File: config.mk
export PLATFORM = sky130hd
export DESIGN_NAME = lsu_mem_master
export DESIGN_NICKNAME = d
export VERILOG_FILES = /design/src/rtl/lsu_pkg.sv /design/src/rtl/lsu_lane_align.sv /design/src/rtl/lsu_mem_master.sv
export SDC_FILE = /design/constraint.sdc
export NUM_CORES = 1
export LEC_CHECK = 0
export CORE_MARGIN = 8
export CORE_UTILIZATION = 43
export DETAILED_ROUTE_END_ITERATION = 16
export PLACE_DENSITY = 0.78
export SETUP_SLACK_MARGIN = 0.15
export SLEW_MARGIN = 0
export SYNTH_ARGS = -nofsm -noshare
export SYNTH_HDL_FRONTEND = slang
export SYNTH_HIERARCHICAL = 1
export SYNTH_SLANG_ARGS = --single-unit
File: constraint.sdc
create_clock -name clk -period 2.6 [get_ports clk]
set_input_delay 0.26 -clock clk [delete_from_list [all_inputs] [get_ports clk]]
set_output_delay 0.26 -clock clk [all_outputs]
set_load 0.03 [all_outputs]
File: src/rtl/lsu_pkg.sv
// rtl/lsu_pkg.sv - shared encodings for the load/store memory master
package lsu_pkg;

    localparam int BYTES_PER_WORD = 4;
    localparam int WORD_W         = 32;
    localparam int LANE_W         = WORD_W / BYTES_PER_WORD;

    typedef enum logic [1:0] {
        SZ_BYTE = 2'd0,
        SZ_HALF = 2'd1,
        SZ_WORD = 2'd2,
        SZ_RSVD = 2'd3
    } size_e;

    typedef enum logic [1:0] {
        ST_IDLE = 2'd0,
        ST_RD   = 2'd1,
        ST_WR   = 2'd2,
        ST_RESP = 2'd3
    } state_e;

endpackage

File: src/rtl/lsu_lane_align.sv
// rtl/lsu_lane_align.sv - sub-word store merge and load extract/extend (little-endian lanes)
module lsu_lane_align
    import lsu_pkg::*;
(
    input  logic [WORD_W-1:0] old_word,
    input  logic [WORD_W-1:0] wdata,
    input  logic [1:0]        size,
    input  logic [1:0]        addr_lo,
    input  logic              is_unsigned,
    output logic [WORD_W-1:0] merged_word,
    output logic [WORD_W-1:0] load_data
);

    // Bit offsets of the addressed byte lane and half-word; half ignores addr_lo[0].
    logic [4:0]        byte_sh;
    logic [4:0]        half_sh;
    logic [LANE_W-1:0] byte_v;
    logic [15:0]       half_v;

    assign byte_sh = {addr_lo, 3'b000};
    assign half_sh = {addr_lo[1], 4'b0000};
    assign byte_v  = old_word[byte_sh +: LANE_W];
    assign half_v  = old_word[half_sh +: 16];

    // Store merge: replace only the addressed lanes of the word read back from RAM.
    always_comb begin
        merged_word = old_word;
        case (size)
            SZ_BYTE: merged_word[byte_sh +: LANE_W] = wdata[LANE_W-1:0];
            SZ_HALF: merged_word[half_sh +: 16]     = wdata[15:0];
            SZ_WORD: merged_word                    = wdata;
            default: merged_word                    = old_word;
        endcase
    end

    // Load extract: pick the addressed lanes, then sign- or zero-extend.
    always_comb begin
        load_data = old_word;
        case (size)
            SZ_BYTE: load_data = {{(WORD_W-LANE_W){~is_unsigned & byte_v[LANE_W-1]}}, byte_v};
            SZ_HALF: load_data = {{(WORD_W-16){~is_unsigned & half_v[15]}}, half_v};
            default: load_data = old_word;
        endcase
    end

endmodule

File: src/rtl/lsu_mem_master.sv
// rtl/lsu_mem_master.sv - load/store initiator to word RAM with RMW; optional LSU_MISALIGN_TRAP_EN
module lsu_mem_master
    import lsu_pkg::*;
#(
    parameter int ADDR_W = 32,
    parameter int DATA_W = 32
)
(
    input  logic              clk,
    input  logic              rst_n,
    input  logic              req_valid,
    output logic              req_ready,
    input  logic              req_write,
    input  logic [1:0]        req_size,
    input  logic              req_unsigned,
    input  logic [ADDR_W-1:0] req_addr,
    input  logic [DATA_W-1:0] req_wdata,
    output logic              resp_valid,
    output logic [DATA_W-1:0] resp_rdata,
    output logic              resp_err,
    output logic [ADDR_W-1:0] mem_addr,
    output logic [DATA_W-1:0] mem_wdata,
    output logic              mem_write,
    output logic              mem_read,
    input  logic [DATA_W-1:0] mem_rdata
);

    state_e            state_q;
    state_e            state_d;

    logic [ADDR_W-1:0] addr_q;
    logic [1:0]        size_q;
    logic              write_q;
    logic              unsigned_q;
    logic [DATA_W-1:0] wdata_q;
    logic              err_q;
    logic [DATA_W-1:0] rdata_q;

    logic              accept;
    logic              req_err;
    logic [DATA_W-1:0] merged_word;
    logic [DATA_W-1:0] load_data;

    assign accept = req_valid && req_ready;

    // Classify the incoming request; errors skip the memory entirely.
`ifdef LSU_MISALIGN_TRAP_EN
    always_comb begin
        req_err = (req_size == SZ_RSVD)
               || ((req_size == SZ_HALF) && req_addr[0])
               || ((req_size == SZ_WORD) && (req_addr[1:0] != 2'b00));
    end
`else
    always_comb begin
        req_err = (req_size == SZ_RSVD);
    end
`endif

    // State register; reset aborts any transaction in flight, including a pending RMW write.
    always_ff @(posedge clk or negedge rst_n) begin
        if (!rst_n) begin
            state_q <= ST_IDLE;
        end else begin
            state_q <= state_d;
        end
    end

    // Next state and per-state strobes; only one of mem_read/mem_write is ever high.
    always_comb begin
        state_d    = state_q;
        req_ready  = 1'b0;
        mem_read   = 1'b0;
        mem_write  = 1'b0;
        resp_valid = 1'b0;
        case (state_q)
            ST_IDLE: begin
                req_ready = 1'b1;
                if (req_valid) begin
                    if (req_err) begin
                        state_d = ST_RESP;
                    end else if (!req_write || (req_size != SZ_WORD)) begin
                        state_d = ST_RD;
                    end else begin
                        state_d = ST_WR;
                    end
                end
            end
            ST_RD: begin
                mem_read = 1'b1;
                state_d  = write_q ? ST_WR : ST_RESP;
            end
            ST_WR: begin
                mem_write = 1'b1;
                state_d   = ST_RESP;
            end
            ST_RESP: begin
                resp_valid = 1'b1;
                state_d    = ST_IDLE;
            end
            default: state_d = ST_IDLE;
        endcase
    end

    // Request capture on accept, and read-data capture at the end of the RD cycle.
    always_ff @(posedge clk or negedge rst_n) begin
        if (!rst_n) begin
            addr_q     <= '0;
            size_q     <= '0;
            write_q    <= 1'b0;
            unsigned_q <= 1'b0;
            wdata_q    <= '0;
            err_q      <= 1'b0;
            rdata_q    <= '0;
        end else begin
            if (accept) begin
                addr_q     <= req_addr;
                size_q     <= req_size;
                write_q    <= req_write;
                unsigned_q <= req_unsigned;
                wdata_q    <= req_wdata;
                err_q      <= req_err;
            end
            if (state_q == ST_RD) begin
                rdata_q <= mem_rdata;
            end
        end
    end

    lsu_lane_align u_align (
        .old_word    (rdata_q),
        .wdata       (wdata_q),
        .size        (size_q),
        .addr_lo     (addr_q[1:0]),
        .is_unsigned (unsigned_q),
        .merged_word (merged_word),
        .load_data   (load_data)
    );

    // The RAM only decodes word addresses; low bits are always presented as zero.
    assign mem_addr   = {addr_q[ADDR_W-1:2], 2'b00};
    assign mem_wdata  = mem_write ? merged_word : '0;
    assign resp_err   = resp_valid & err_q;
    assign resp_rdata = (resp_valid && !err_q && !write_q) ? load_data : '0;

endmodule
==> metrics.txt <==
status=finished with violations; failing checks=setup timing; critical path's slowest cell=or4bb_4; clock edge transition at the registers on the reported setup and hold paths=0.07 ns; skew final=0.00488 ns; final core utilization=62.9%; crit path buf inv count=2; router iterations before antenna repair=5; maximum clock frequency=377 MHz; worst setup margin=-0.0550 ns; Worst Setup Path Type=reg2out; Max clock buf depth=2; Sink Count=103; Crit path max-delay family=simple AND/OR/NAND/NOR gates; Root Buffer=clkbuf_16; total number of vias=5697; Compound-Gate Fraction of Synth Area=15.6%; Cell Area, Synth=6530 sq um; FFs w/ async S/R, synth=100%; Clock Power Share=9.8%; combinational power share=65.7%; WP data arrival=2.39 ns; GRT Total Usage=21.8%; final WL=21700 um; Die Y=139 um; TritonCTS Buffers=9; H-Tree Depth=3; number of synthesized register bits=103; number of port buffers=201; Max transition margin=53.7%; Post-Synth Adder-Cell Area=1.72%; Slew @ Worst Pin=0.694 ns; fraction of layout cells with a size suffix above 1=39.7%; syn avg cell area=10.8 sq um; Row Count=45; Switching Fraction=45.3%; vias per cell=5.86; die width=139 um; IO Count=204; post-synthesis mux area share=22.6%; sequential share of power=24.5%; Netlist cell types=50; HP Class=in2async; Final Hold Vio Count=0; Synth area leaders=dfrtp_1, mux2_2, and2_1; initial antenna violation count=0; Max Cap Viol=0; P_sw=6.55 mW; Post-synth EDFFs=0; routed len/inst=22.3 um; vias in the first global route=5988; Place WS=0.303 ns; final setup fails=8; area delta synth->final=44.7%; largest net degree at the start of global routing=63; total gr overflow=0; Post-Synth Simple-Gate Area=11.7%; Initial Util=43.5%; Final Slew Violations=0; clock latency on the worst-skew pair=0.36 ns; RSZ-0062 raised after global routing=true; Worst Path Max Fanout=8; post-synthesis sequential area ratio=39.5%; XOR/XNOR Fraction of Synth Area=0%; leading area contributor after synthesis=dfrtp_1; DRC errors left=0; peak supply drop=1040 uV; Main synth FF type=dfrtp_1; Final min period=2.65 ns; CP Capture Type=primary output; Nets=892; core box area=15000 sq um; Critical Path RT=2.34 ns; Synth top area share=39.5%; R2R setup slack=0.61 ns; Syn. warnings=6; synth cell count leaders=mux2_2, dfrtp_1, and2_1, a21oi_1, buf_4; antenna-violating nets left=0; Die ar.=19400 sq um; Int Power=7.91 mW; n_diodes=0; Cell Chain, Critical Path=buf_6 -> ha_2 -> or4bb_4 -> o2bb2ai_4 -> a221o_1 -> and2_4 -> buf_6; crit-path max cell delay=0.55 ns; first-pass GRT wire length=33500 um; fin crit share=102%; routability cong.=0.926; post-DP HPWL=16000 um; main combinational cell family by area after synthesis=multiplexers; CTS tree=done; First DRT Iteration DRCs=418; pwr dens=1530 nW/um^2; most frequent cell after synthesis=mux2_2; startpoint types=register; CP most frequent cell=buf_6; Leak=3.95 nW; synthesized instance count=605
-- kinds of logic (layout without fill, tap and decap cells) --
| family | Yosys count | count (layout) |
|---|---|---|
| mux | 131 | 131 |
| simple gates | 138 | 138 |
| flops | 103 | 103 |
| buf+inv | 89 | 266 |
| compound gates | 134 | 136 |
| other cells | 1 | 2 |
| fa+ha+maj | 9 | 9 |
-- power groups by stage --
stage	logic [mW]	registers (mW)	clock network [mW]
floorplan	6.18	3.00	0
global placement	8.33	3.44	0
detailed placement	8.49	3.48	0
CTS	8.87	3.48	1.46
global route	10.1	3.64	1.52
finish	9.49	3.54	1.42
-- area by class of cell --
type	count	area (sq um)
timing repair buffer	241	2510
tap	188	235
sequential	103	2580
fill	1207	5580
clock inverter	7	88.8
inverter	9	37.5
clock buffer	9	225
multi-input combinational	416	3770
-- stage by stage --
step                hold WS, ns  area (sq um)  power (mW)  instances  TNS [ns]
floorplan               -0.0356          6640        9.18        606         0
global placement          0.274          8640        11.8        942         0
detailed placement        0.290          8640        12.0        942         0
CTS                       0.448          9160        13.8        963    -0.219
global route              0.495          9450        15.2        973    -0.783
finish                    0.452          9450        14.5        973    -0.233
-- flip-flops by register name, summed over array words and instances (netlist names) --
register	flops
unsigned_q	1
rdata_q	32
state_q	2
err_q	1
write_q	1
addr_q	32
size_q	2
wdata_q	32
-- cells in the final DEF, fill, tap and decap left out, types with 5 or more instances in the layout --
master / instances
and2_4: 25
a22oi_1: 23
mux2_2: 108
inv_1: 6
a22o_1: 8
a21oi_1: 32
nand2_1: 28
nor2_1: 18
clkbuf_16: 9
o221ai_1: 13
nor2b_1: 6
a32oi_1: 5
clkdlybuf4s50_1: 135
buf_4: 64
a221o_1: 15
buf_6: 17
buf_12: 24
a32oi_2: 7
mux2i_1: 15
dfrtp_1: 101
o221ai_2: 9
and2_1: 41
mux2_4: 6
-- timing repair --
item | 4_1_cts | 5_1_grt
setup endpoints to repair | 62 | 63
pin swaps | 25 | 35
endpoints found under the hold margin | 41 | 0
gates resized for setup | 41 | 44
buffers inserted | 4 | 8
gates cloned | 0 | 2
hold buffers | 1 | 0
-- final timing paths --
kind                         startpoint             to  cells past startpoint
setup reg to reg             state_q[0]      addr_q[1]                      5
hold reg to reg              addr_q[21]     addr_q[21]                      1
setup / recovery              addr_q[1]  mem_wdata[16]                      7
max in group asynchronous         rst_n     rdata_q[9]                      3
hold / removal                    rst_n     addr_q[29]                      2
min in group clk           req_unsigned     unsigned_q                      2
-- routing by layer --
metal | track usage [%] | wire [um]
met5 | 0 | 0
met4 | 7.80 | 481
met3 | 8.07 | 2090
met2 | 35.6 | 10300
met1 | 25.9 | 8790
No activity file was read; power rests on OpenSTA's default activity.
